`src/rtl/gb_pkg.sv`:
```
// Shared Game Boy bus constants, the OAM DMA state encoding and the
// echo-RAM source page remap used by the DMA engine.
package gb_pkg;

  localparam logic [15:0] OAM_BASE   = 16'hFE00;
  localparam logic [15:0] DMA_REG    = 16'hFF46;
  localparam int          OAM_LENGTH = 160;
  localparam logic [7:0]  ECHO_PAGE  = 8'hE0;

  typedef enum logic [1:0] {
    IDLE,
    START,
    COPY
  } dma_state_e;

  // Pages E0-FF mirror work RAM at C0-DF.
  function automatic logic [7:0] source_page(input logic [7:0] src_hi);
    return (src_hi >= ECHO_PAGE) ? (src_hi - 8'h20) : src_hi;
  endfunction

endpackage

```
`src/rtl/oam_dma.sv`:
```
// OAM DMA engine behind register 0xFF46: copies LENGTH bytes from page
// src_hi into sprite attribute memory through the shared bus master port.
module oam_dma
  import gb_pkg::*;
#(
  parameter int LENGTH       = OAM_LENGTH,
  parameter int BYTE_CYCLES  = 4,
  parameter int START_CYCLES = 4
) (
  input  logic        clockgb,
  input  logic        reset,
  input  logic [15:0] address,
  input  logic [7:0]  indata,
  output logic [7:0]  outdata,
  input  logic        load,
  input  logic        store,
  output logic [15:0] dma_address,
  output logic [7:0]  dma_outdata,
  input  logic [7:0]  dma_indata,
  output logic        dma_load,
  output logic        dma_store,
  output logic        active
);

  localparam logic [7:0] START_LAST = 8'(START_CYCLES - 1);
  localparam logic [7:0] PHASE_LAST = 8'(BYTE_CYCLES - 1);
  localparam logic [7:0] IDX_LAST   = 8'(LENGTH - 1);

  dma_state_e state_q, state_d;
  logic [7:0] src_q, src_d;
  logic [7:0] idx_q, idx_d;
  logic [7:0] phase_q, phase_d;
  logic [7:0] cnt_q, cnt_d;
  logic [7:0] data_q, data_d;
  logic [7:0] outdata_q;
  logic       reg_write;
  logic       reg_read;

  assign reg_write = store && (address == DMA_REG);
  assign reg_read  = load && (address == DMA_REG);

  always_ff @(posedge clockgb) begin
    if (reset) begin
      state_q   <= IDLE;
      src_q     <= 8'h00;
      idx_q     <= 8'h00;
      phase_q   <= 8'h00;
      cnt_q     <= 8'h00;
      data_q    <= 8'h00;
      outdata_q <= 8'h00;
    end else begin
      state_q   <= state_d;
      src_q     <= src_d;
      idx_q     <= idx_d;
      phase_q   <= phase_d;
      cnt_q     <= cnt_d;
      data_q    <= data_d;
      // src_q is sampled before its update, so a same-cycle store reads back the old value.
      outdata_q <= reg_read ? src_q : 8'h00;
    end
  end

  // Master port: dma_load and dma_store are single-cycle strobes that are
  // never high together; read data is expected on dma_indata the cycle after
  // dma_load, and a dma_store writes dma_outdata to dma_address that cycle.
  always_comb begin
    state_d     = state_q;
    src_d       = src_q;
    idx_d       = idx_q;
    phase_d     = phase_q;
    cnt_d       = cnt_q;
    data_d      = data_q;
    dma_address = 16'h0000;
    dma_outdata = 8'h00;
    dma_load    = 1'b0;
    dma_store   = 1'b0;

    case (state_q)
      START: begin
        if (cnt_q == START_LAST) begin
          state_d = COPY;
          cnt_d   = 8'h00;
          idx_d   = 8'h00;
          phase_d = 8'h00;
        end else begin
          cnt_d = cnt_q + 8'h01;
        end
      end
      COPY: begin
        if (phase_q == 8'd0) begin
          dma_load    = 1'b1;
          dma_address = {source_page(src_q), idx_q};
        end else if (phase_q == 8'd1) begin
          data_d = dma_indata;
        end else if (phase_q == 8'd2) begin
          dma_store   = 1'b1;
          dma_address = OAM_BASE + {8'h00, idx_q};
          dma_outdata = data_q;
        end

        if (phase_q == PHASE_LAST) begin
          phase_d = 8'h00;
          if (idx_q == IDX_LAST) begin
            state_d = IDLE;
            idx_d   = 8'h00;
          end else begin
            idx_d = idx_q + 8'h01;
          end
        end else begin
          phase_d = phase_q + 8'h01;
        end
      end
      default: ;
    endcase

    // A register write wins over everything; strobes above still fire this cycle.
    if (reg_write) begin
      src_d   = indata;
      state_d = START;
      cnt_d   = 8'h00;
      idx_d   = 8'h00;
      phase_d = 8'h00;
    end
  end

  assign active  = (state_q != IDLE);
  assign outdata = outdata_q;

endmodule

```
`config.mk`:
```
export PLATFORM = sky130hd
export DESIGN_NAME = oam_dma
export DESIGN_NICKNAME = d
export VERILOG_FILES = /design/src/rtl/gb_pkg.sv /design/src/rtl/oam_dma.sv
export SDC_FILE = /design/constraint.sdc
export NUM_CORES = 1
export LEC_CHECK = 0
export ABC_AREA = 1
export CORE_UTILIZATION = 35
export DETAILED_ROUTE_END_ITERATION = 6
export DONT_BUFFER_PORTS = 1
export PLACE_DENSITY = 0.47
export SLEW_MARGIN = 20
export SYNTH_ARGS = -nofsm -noshare
export SYNTH_HDL_FRONTEND = slang
export SYNTH_SLANG_ARGS = --single-unit
export TNS_END_PERCENT = 100
```
`constraint.sdc`:
```
create_clock -name clockgb -period 1.4 [get_ports clockgb]
set_input_delay 0.14 -clock clockgb [delete_from_list [all_inputs] [get_ports clockgb]]
set_output_delay 0.14 -clock clockgb [all_outputs]
set_load 0.02 [all_outputs]
```
Word-level counts from Yosys, hierarchy flattened --
Index checks and enable logic that the tools add are counted.
Word-level totals: bits in registers 50, bits of input ports 36, output and inout bits 35, logic and storage cells 70
Operators by class: add/sub/neg operators 5, $lt $le $gt $ge 1, eq/ne operators 14, multiplexer cells 27, bitwise gates (word level) 2, reductions and logical operators 13
Operators with widths (number):
- 8-bit 2-to-1 mux | 10
- 16-bit 2-to-1 mux | 4
- 8-bit case mux with 2 select lines | 2
- 8-bit by 1-bit adder with 8-bit output, second input constant | 3
- 8-bit by 2-bit equality test with 1-bit output, second input constant | 3
- 16-bit equality test, second input constant | 1
- 10-bit by 9-bit adder with 11-bit output, first input constant | 1
- 3-bit inequality test, second input constant | 3
- 8-bit by 1-bit equality test with 1-bit output, second input constant | 1
- 8-bit equality test, second input constant | 1
- 8-bit greater-or-equal comparator, second input constant | 1
- 8-bit zero test | 1
- 4-bit AND reduction | 2
- 8-bit by 6-bit subtractor with 8-bit output, second input constant | 1
- 1-bit 2-to-1 mux | 7
- 2-bit 2-to-1 mux | 3
- 2-bit inequality test, second input constant | 3
- 3-bit AND reduction | 2
- 2-bit case mux with 2 select lines | 1
- 2-bit nonzero test | 2
- 2-bit OR reduction | 2
- 3-bit nonzero test | 1
- 2-bit by 1-bit equality test with 1-bit output, second input constant | 1
- 2-bit equality test, second input constant | 1
- other kinds (3) | 5

Longest topological paths before layout --
Gate-level depths: netlist of the first run.
depth after elaboration 5, mapped depth 10, mapped depth without buffers 9

Least setup slack after synthesis of the first run --
Ideal clock, no wire load.
kind reg2out, from register phase_q[0], to output dma_address[10], data arrival time 1.575 ns, required time 1.260 ns, path slack -0.315 ns, cell stages (with the launch flop) 7, buffers on the path 0, cells stage by stage dfxtp_1 -> inv_1 -> ha_1 -> nand2_2 -> nor3_4 -> inv_2 -> o21ai_0
On the way: cells in the longest elaborated chain, start to end 5, elaborated cells between the ends (all ways) 7, classes of those cells 2 x eq/ne; 4 x mux; 1 x reduce/logical
Ends and longest elaborated chain:
- from (decl) | line oam_dma.sv:32 | logic [7:0] phase_q, phase_d;
- from (signal assigned) | line oam_dma.sv:55 | phase_q <= phase_d;
- 8-bit by 2-bit equality test with 1-bit output | line oam_dma.sv:95 | end else if (phase_q == 8'd2) begin
- 16-bit 2-to-1 mux | line oam_dma.sv:95
- 16-bit 2-to-1 mux | line oam_dma.sv:93 | end else if (phase_q == 8'd1) begin
- 16-bit 2-to-1 mux (*) | line oam_dma.sv:90 | if (phase_q == 8'd0) begin
- 16-bit 2-to-1 mux (*) | line oam_dma.sv:78 | case (state_q)
- to (decl) | line oam_dma.sv:17 | output logic [15:0] dma_address,
Mark *: on every way between the ends. The rest lies on a longest branch, timed or not.

Worst setup path in the final report of the first run --
from register phase_q[0], to output dma_address[1]
Same word-level chain as after synthesis.

==> results of run 1 <==
==> synthesized netlist by cell type (2+ instances only) <==
cell type  instances  area, um2
xor2_1             4       35.0
nor3b_1            2       15.0
xnor2_1            2       17.5
nand2_4            3       33.8
inv_1             48        180
nand2_2            3       18.8
buf_4              2       15.0
a21oi_1           25        125
nor2_1            76        285
dfxtp_1           50       1000
o21ai_0           21        105
ha_1               7       87.6
nand4_1            4       25.0
a211oi_1           8       60.1
buf_2              4       20.0
nand3_1           28        140
nand2_1           64        240
inv_2              5       18.8
nand3b_1           2       15.0
==> routing by layer <==
layer | vias up | GRT usage
met3 | 6 | 0.0339
li1 | 1273 | -
met1 | 1037 | 0.239
met4 | 0 | 0.0447
met5 | - | 0
met2 | 57 | 0.280
==> power by group <==
part / switching (W) / internal (W)
registers: 0.00000000215 / 0.00142
clock network: 0.000486 / 0.000398
logic: 0.0000312 / 0.0000227
total: 0.000518 / 0.00184
==> state kept, by name, indices dropped and copies added (netlist names) <==
name and cells:
cnt_q 8, data_q 8, idx_q 8, outdata 8, phase_q 8, src_q 8
state_q 2
==> final timing paths <==
kind                                               end  slack (ns)
worst max-delay path                    dma_address[1]       -0.37
worst min register to register   outdata[0]$_SDFF_PP0_        0.48
worst max register to register  data_q[6]$_SDFFE_PP0P_       -0.11
worst min-delay path            data_q[6]$_SDFFE_PP0P_        0.01
==> worst max-delay path, cell delays in order (launching register included) <==
cell	delay (ns)
dfxtp_4	0.38
inv_4	0.07
ha_4	0.14
nand2_4	0.05
nor3_4	0.21
inv_4	0.12
nand2_4	0.11
inv_8	0.07
nor2_4	0.17
==> logic make-up after synthesis <==
| kind of cell | after synthesis | share of synthesized area |
|---|---|---|
| AND/OR/NAND/NOR | 188 | 0.334 |
| buffers and inverters | 60 | 0.0957 |
| AO/OA/AOI/OAI | 57 | 0.125 |
| flip-flops | 50 | 0.391 |
| adder cells (fa/ha/maj) | 7 | 0.0342 |
| XOR/XNOR | 6 | 0.0205 |
==> metrics by stage <==
step | hold slack [ns] | worst slack, ns
floorplan | 0.316 | -0.109
global placement | 0.204 | -0.0464
detailed placement | 0.208 | -0.0529
CTS | 0.0000716 | -0.370
global route | 0.0122 | -0.449
finish | 0.0139 | -0.368
==> area by class of cell <==
cell class,count,area share
multi-input cells,259,0.463
well taps,96,0.0339
repair buffers,50,0.126
inverters,53,0.0639
clock inverters,2,0.00353
clock buffers,6,0.0233
flip-flops and latches,50,0.286
==> what timing repair did <==
item                                   4_1_cts  5_1_grt
cloned                                       1        1
setup endpoints to repair                   35       55
hold buffers                                 3        1
buffers inserted                             4        1
pin swaps                                    8        8
gates resized for setup                     20       26
endpoints found under the hold margin        9        1
==> results_dict.tcl, run 1 <==
set metrics [dict create \
    endpoint_kind "output port" \
    syn_inst 368 \
    cts_max_level 2 \
    final_area_um2 3540 \
    synthArstFlopShare 0 \
    viasPerCell 4.60 \
    post-route-util 0.510 \
    final_cells 516 \
    ir_worst_vdd_v 0.000427 \
    period_minus_slack_ns 1.77 \
    num_vias 2373 \
    p_leak_nw 1.30 \
    yosys_warnings 0 \
    route.top_layer_used "met4" \
    drt-total-wl_um 6240 \
    slew_viol_final 0 \
    wire_per_inst_um 12.1 \
    dp.cells 497 \
    synthFlopType "dfxtp_1" \
    hold_class "primary input to flip-flop" \
    grt_antenna_before_repair 0 \
    die_y_um 87.5 \
    post-dp-hpwl_um 4440 \
    critPathArrivalTime_ns 1.63 \
    holdCritStartpoint "dma_indata[6]" \
    drt_iter0_drc 90 \
    violations "negative setup slack" \
    crit_required_ns 1.26 \
    track_usage 0.174 \
    postRouteAntennaNets 0 \
    rows 30 \
    dr.pass1.iters 4 \
    final_cell_mix "nand2_1 (59), nor2_1 (49), inv_1 (43), dfxtp_1 (43), buf_4 (41)" \
    place.gp.congestion 0.767 \
    status "finished, violations left" \
    ys_seq_area_frac 0.391 \
    finalSetupTns_ns -9.04 \
    cts.sinks 50 \
    yosys.cell_types.count 29 \
    clkTransAtPathRegs_ns 0.09 \
    wl_met1_um 3040 \
    initial_core_util 0.369 \
    reg2reg_depth 7 \
    ios 71 \
    rr_startpoint "phase_q[1]$_SDFFE_PP0P_" \
    drc 0 \
    grt_first_pass_wirelength_um 10600 \
    cp-start-kind "flip-flop" \
    crit_start "phase_q[0]$_SDFFE_PP0P_" \
    setup_viol 42 \
    nFillCells 677 \
    synth_seq_cells 50 \
    insertedDiodeCount 0 \
    cts_tree "built" \
    dieArea_um2 7660 \
    core_area_um2 6940 \
    overflow 0 \
    cts_buffers 5 \
    die_w_um 87.5 \
    grt_pass1_vias 2258 \
    clkLatencyLatePin_ns 0.30 \
    drive_above_1_share 0.314 \
    p_per_area_nw_per_um2 664 \
    syn_to_final_growth_pct 38.4 \
    path_class "flip-flop to output port" \
    setup_slack_ns -0.368 \
    placed_cell_area_um2 3160 \
    maxCapViolCount 0 \
    wl_met2_um 2860 \
    hold_viol_final 0 \
    finalPower_w 0.00236 \
    crit_fanout 8 \
    io_buffers 0 \
    layout_commonest_cell "nand2_1" \
    synth_nets 411 \
    min_period_over_period 1.26 \
    avgSynthCellArea_um2 6.96 \
    rsz0062_at_grt "true" \
    clock-skew-final_ns 0.00601 \
    slew_headroom 0.747 \
    nNetsFinal 462 \
    dr_wl_met3_um 299 \
    holdPathStages 2 \
    cts_buffer_depth 2 \
    fmax_mhz 566 \
    worstMarginPinSlew_ns 0.375 \
    regArea_um2 1010 \
    multi_input_area_um2 1640 \
    netlist_area_um2 2560 \
    cts-root-buf "clkbuf_8" \
    synth-edff-count 0 \
    grt_max_degree 22 \
]
Power figures use the tool's default switching activity.
==> run 2, diff against run 1 <==
--- a/config.mk
+++ b/config.mk
@@ -5,11 +5,13 @@
 export SDC_FILE = /design/constraint.sdc
 export NUM_CORES = 1
 export LEC_CHECK = 0
-export ABC_AREA = 1
-export CORE_UTILIZATION = 35
+export ABC_AREA = 0
+export CELL_PAD_IN_SITES_DETAIL_PLACEMENT = 1
+export CELL_PAD_IN_SITES_GLOBAL_PLACEMENT = 2
+export CORE_UTILIZATION = 32
 export DETAILED_ROUTE_END_ITERATION = 6
 export DONT_BUFFER_PORTS = 1
-export PLACE_DENSITY = 0.47
+export PLACE_DENSITY = 0.7
 export SLEW_MARGIN = 20
 export SYNTH_ARGS = -nofsm -noshare
 export SYNTH_HDL_FRONTEND = slang
==> results_dict.tcl, run 2 <==
set metrics [dict create \
    cts_buffers 5 \
    grt_pass1_vias 2786 \
    setup_viol 53 \
    met3_usage 0.0364 \
    synth-edff-count 0 \
    initial_core_util 0.335 \
    ir_worst_vdd_v 0.000535 \
    critPathSlowestCell "or4_4" \
    ios 71 \
    rows 31 \
    top_usage_layer "met2" \
    core_area_um2 7370 \
    drive_above_1_share 0.407 \
    die_w_um 89.9 \
    drt-total-wl_um 8100 \
    clkLatencyLatePin_ns 0.31 \
    cts-root-buf "clkbuf_8" \
    power_frac_seq 0.507 \
    synthFlopType "dfxtp_1" \
    overflow 0 \
    cts_max_level 2 \
    synth.most_common_cell "dfxtp_1" \
    syn_to_final_growth_pct 59.2 \
    dieArea_um2 8080 \
    nNetsFinal 433 \
    synthTopCellsByArea "dfxtp_1 (40%), and2_1 (6.3%), nand2_1 (4.6%), a21oi_1 (4.3%), nand3_1 (4.0%)" \
    wire_per_inst_um 16.5 \
    yosysTopAreaCellShare 0.405 \
    syn_inst 295 \
    hold_viol_final 0 \
    post-dp-hpwl_um 5380 \
    synth_xor_area_frac 0.0390 \
    post-route-util 0.534 \
    regArea_um2 1010 \
    insertedDiodeCount 0 \
    dr.pass1.iters 4 \
    cp-start-kind "flip-flop" \
    grt_use_met1 0.229 \
    synth_nets 338 \
    synth_top_family_by_area "simple AND/OR/NAND/NOR gates" \
    yosys.area_share.simple 0.308 \
    p_int_w 0.00223 \
    clkTransAtPathRegs_ns 0.10 \
    worstMarginPinSlew_ns 0.497 \
    place.gp.congestion 0.835 \
    path_cells "buf_4 -> buf_6 -> or4_4 -> or3_4 -> buf_6 -> a32oi_2 -> a21oi_2" \
    drc 0 \
    viasPerCell 5.23 \
    slew_viol_final 0 \
    clkPwrFrac 0.459 \
    hold_class "primary input to flip-flop" \
    postRouteAntennaNets 0 \
    path_class "flip-flop to flip-flop" \
    period_minus_slack_ns 2.09 \
    yosys.cell_types.count 45 \
    rsz0062_at_grt "true" \
    multi_input_area_um2 1750 \
    violations "negative setup slack" \
    yosys_warnings 0 \
    p_per_area_nw_per_um2 712 \
    endpoint_kind "flip-flop" \
    slew_headroom 0.667 \
    ys_seq_area_frac 0.405 \
    cp_common_cell "buf_6" \
    setup_slack_ns -0.694 \
    maxCapViolCount 0 \
    status "finished, violations left" \
    track_usage 0.205 \
    netlist_area_um2 2470 \
    synth_seq_cells 50 \
    holdWs_ns 0.167 \
    cts.sinks 50 \
    final_cell_mix "buf_4 (62), dfxtp_1 (43), nand2_1 (28), dlygate4sd3_1 (17), a21oi_1 (16)" \
    comb_power_share 0.033 \
    place_ws_ns -0.445 \
    p_sw_frac 0.203 \
    fmax_mhz 478 \
    drt_iter0_drc 46 \
    cts_tree "built" \
    p_leak_nw 1.51 \
    grt_max_degree 17 \
    synth_commonest_cells "dfxtp_1 (50), nand2_1 (30), and2_1 (25)" \
    crit_required_ns 1.60 \
    yosysTopAreaCell "dfxtp_1" \
    nFillCells 845 \
    synthMuxAreaShare 0.0324 \
    placed_cell_area_um2 3190 \
    final_area_um2 3940 \
    grt_antenna_before_repair 0 \
    synth-compound-area-share 0.148 \
    layout_commonest_cell "buf_4" \
    num_vias 2564 \
    io_buffers 0 \
    crit_fanout 5 \
    synthArstFlopShare 0 \
    synthAdderAreaFrac 0.0354 \
    use_met2 0.396 \
    critPathArrivalTime_ns 2.30 \
    min_period_over_period 1.50 \
    die_y_um 89.9 \
    grt_first_pass_wirelength_um 13400 \
    avgSynthCellArea_um2 8.38 \
    critPathMaxStageDelay_ns 0.52 \
    clock-skew-final_ns 0.00895 \
    power.switching_w 0.000569 \
    cts_buffer_depth 2 \
]
[run 2: power groups by stage]
| stage | clock, W | combinational, W | sequential (W) |
|---|---|---|---|
| floorplan | 0 | 0.0000322 | 0.00145 |
| global placement | 0 | 0.0000470 | 0.00145 |
| detailed placement | 0 | 0.0000486 | 0.00145 |
| CTS | 0.00131 | 0.0000899 | 0.00142 |
| global route | 0.00136 | 0.000101 | 0.00142 |
| finish | 0.00129 | 0.0000936 | 0.00142 |
[run 2: critical path: cells and delay by family, from the launching register on]
family | cells | cell delay, ns
compound gates | 2 | 0.31
buf+inv | 3 | 0.39
flops | 1 | 0.35
simple gates | 2 | 0.94
[run 2: timing repair]
action / 4_1_cts / 5_1_grt
cloned: 0 / 0
hold buffers: 17 / 0
pin swaps: 22 / 22
endpoints found under the setup margin: 55 / 58
hold endpoints to repair: 17 / 0
resized for setup: 56 / 28
setup buffers: 9 / 4
[run 2: metal layers]
layer	wire, um	vias to the layer above
met3	276	7
met5	0	-
met4	93	0
met1	3380	1255
met2	4350	60
li1	-	1242
[run 2: worst paths after layout]
path	slack, ns	start	end	cells past startpoint
worst max-delay path	-0.69	phase_q[2]$_SDFFE_PP0P_	idx_q[3]$_SDFFE_PP0P_	7
worst min-delay path	0.17	reset	outdata[4]$_SDFF_PP0_	3
worst max register to register	-0.69	phase_q[2]$_SDFFE_PP0P_	idx_q[3]$_SDFFE_PP0P_	7
worst min register to register	0.46	data_q[7]$_SDFFE_PP0P_	data_q[7]$_SDFFE_PP0P_	2
[run 2: per-stage QoR]
stage | cells | TNS [ns] | total power [W]
after floorplan | 295 | -12.48 | 0.00149
after global placement | 453 | -12.37 | 0.00150
after detailed placement | 453 | -12.83 | 0.00150
after CTS | 487 | -21.42 | 0.00282
after global routing | 490 | -27.34 | 0.00288
final | 490 | -22.13 | 0.00280
[run 2: cells by family after synthesis]
| logic type | Yosys count |
|---|---|
| multiplexers | 8 |
| XOR/XNOR | 11 |
| AO/OA/AOI/OAI | 58 |
| adder cells (fa/ha/maj) | 7 |
| buffers and inverters | 21 |
| flip-flops | 50 |
| AND/OR/NAND/NOR | 140 |
[run 2: layout make-up]
cell class	count	area share
clock inverters	2	0.0153
well taps	99	0.0315
flip-flops and latches	50	0.257
multi-input cells	224	0.444
inverters	12	0.0114
clock buffers	6	0.0210
repair buffers	97	0.221
==> run 3, diff against run 2 <==
--- a/config.mk
+++ b/config.mk
@@ -8,6 +8,7 @@
 export ABC_AREA = 0
 export CELL_PAD_IN_SITES_DETAIL_PLACEMENT = 1
 export CELL_PAD_IN_SITES_GLOBAL_PLACEMENT = 2
+export CORE_ASPECT_RATIO = 0.9
 export CORE_UTILIZATION = 32
 export DETAILED_ROUTE_END_ITERATION = 6
 export DONT_BUFFER_PORTS = 1
==> results_dict.tcl, run 3 (synthesized netlist as in run 2, its figures left out) <==
set metrics [dict create \
    status "finished, violations left" \
    violations "negative setup slack" \
    period_minus_slack_ns 2.02 \
    track_usage 0.203 \
    drt_iter0_drc 60 \
    p_leak_nw 1.51 \
    crit_required_ns 1.26 \
    core_area_um2 7510 \
    clock-skew-final_ns 0.0103 \
    min_period_over_period 1.44 \
    num_vias 2546 \
    dieArea_um2 8080 \
    wire_per_inst_um 16.5 \
    setup_slack_ns -0.623 \
    cts_max_level 2 \
    endpoint_kind "output port" \
    syn_to_final_growth_pct 60.5 \
    maxCapViolCount 0 \
    cp-start-kind "flip-flop" \
    ios 71 \
    post-route-util 0.529 \
    place.gp.congestion 0.807 \
    slew_viol_final 0 \
    rows 30 \
    drc 0 \
    postRouteAntennaNets 0 \
    overflow 0 \
    finalPower_w 0.00249 \
    cts-root-buf "clkbuf_8" \
    grt_first_pass_wirelength_um 12900 \
    clkLatencyLatePin_ns 0.31 \
    cts_buffer_depth 2 \
    initial_core_util 0.329 \
    die_y_um 85.4 \
    place_ws_ns -0.432 \
    post-dp-hpwl_um 5430 \
    grt_antenna_before_repair 0 \
    holdPathStages 3 \
    worstHoldEndpoint "outdata[3]$_SDFF_PP0_" \
    crit_fanout 16 \
    final_cell_mix "buf_4 (59), dfxtp_1 (42), nand2_1 (27), a21oi_1 (17), dlygate4sd3_1 (17)" \
    critPathArrivalTime_ns 1.88 \
    path_class "flip-flop to output port" \
    grt_max_degree 17 \
    regToRegSetupSlack_ns -0.51 \
    worstMarginPinSlew_ns 0.391 \
    drive_above_1_share 0.440 \
    layout_commonest_cell "buf_4" \
    viasPerCell 5.23 \
    reg2reg_to "idx_q[7]$_SDFFE_PP0P_" \
    ir_worst_vdd_v 0.000335 \
    hold_class "primary input to flip-flop" \
    insertedDiodeCount 0 \
    hold_viol_final 0 \
    drt-total-wl_um 8050 \
    dr.pass1.iters 4 \
    slew_headroom 0.739 \
    cts_tree "built" \
    p_per_area_nw_per_um2 627 \
    holdCritStartpoint "reset" \
    io_buffers 0 \
    cts_buffers 5 \
    nFillCells 847 \
    rr_startpoint "phase_q[2]$_SDFFE_PP0P_" \
    grt_pass1_vias 2657 \
    nNetsFinal 433 \
    reg2reg_depth 5 \
    fmax_mhz 494 \
    die_w_um 94.7 \
    cts.sinks 50 \
    rsz0062_at_grt "true" \
    setup_viol 55 \
    finalSetupTns_ns -22.57 \
    clkTransAtPathRegs_ns 0.10 \
]
==> run 3: changes by cell type in the layout (fill, tap and decap cells not counted), moves of 3 or more <==
| cell | delta |
|---|---|
| a31o_4 | -3 |
| buf_4 | -3 |
| and2_2 | +4 |
| a31o_2 | +3 |
| nor3_1 | -3 |
| a21o_4 | -3 |
| and2_4 | -4 |
| a21o_1 | +3 |
==> run 3: metrics by stage <==
step / hold slack, ns / cell area [um2] / instances
floorplan: 0.282 / 2580 / 295
global placement: 0.211 / 3190 / 449
detailed placement: 0.213 / 3190 / 449
CTS: 0.182 / 3750 / 482
global route: 0.191 / 3970 / 487
finish: 0.194 / 3970 / 487
==> run 3: how the worst max path moves through the flow <==
stage                                        from                     to  slack, ns  cells past startpoint
after floorplan           phase_q[3]$_SDFFE_PP0P_  idx_q[7]$_SDFFE_PP0P_      -0.47                      5
after global placement    phase_q[2]$_SDFFE_PP0P_  idx_q[3]$_SDFFE_PP0P_      -0.39                      5
after detailed placement  phase_q[3]$_SDFFE_PP0P_         dma_address[6]      -0.43                      6
after CTS                 phase_q[3]$_SDFFE_PP0P_         dma_outdata[1]      -0.63                      6
after global routing      phase_q[3]$_SDFFE_PP0P_         dma_outdata[5]      -0.71                      6
final                     phase_q[3]$_SDFFE_PP0P_         dma_outdata[5]      -0.62                      6
==> run 3: what timing repair did <==
action	4_1_cts	5_1_grt
gates resized for setup	59	47
buffers inserted	8	10
cloned	2	0
setup endpoints to repair	58	59
endpoints found under the hold margin	17	0
hold buffers	17	0
pin swaps	18	32
==> run 3: cell type report <==
type                    instances  area [um2]  area share
well taps                      96         120      0.0303
clock buffers                   7        96.3      0.0243
flip-flops and latches         50        1020       0.256
clock inverters                 1        8.76     0.00221
multi-input cells             225        1810       0.456
repair buffers                 96         873       0.220
inverters                      12        45.0      0.0114
==> run 3: worst max-delay path: stages (launching register included) <==
cell	delay, ns
dfxtp_2	0.33
buf_6	0.11
nor4_4	0.28
nand3_2	0.17
nor4b_4	0.29
buf_12	0.18
and2_2	0.21
==> run 3: layer usage <==
metal,share of wire,wire length (um),GRT usage,vias to the layer above
met5,0,0,0,-
met4,0.015,119,0.0592,0
met3,0.035,283,0.0349,11
met2,0.50,4010,0.334,56
met1,0.45,3640,0.271,1233
li1,-,-,-,1246
==> run 3: where the power goes <==
part           leakage [nW]  switching [W]  internal (W)
logic                  1.04      0.0000486     0.0000547
clock network        0.0544       0.000513      0.000454
registers             0.407  0.00000000263       0.00142
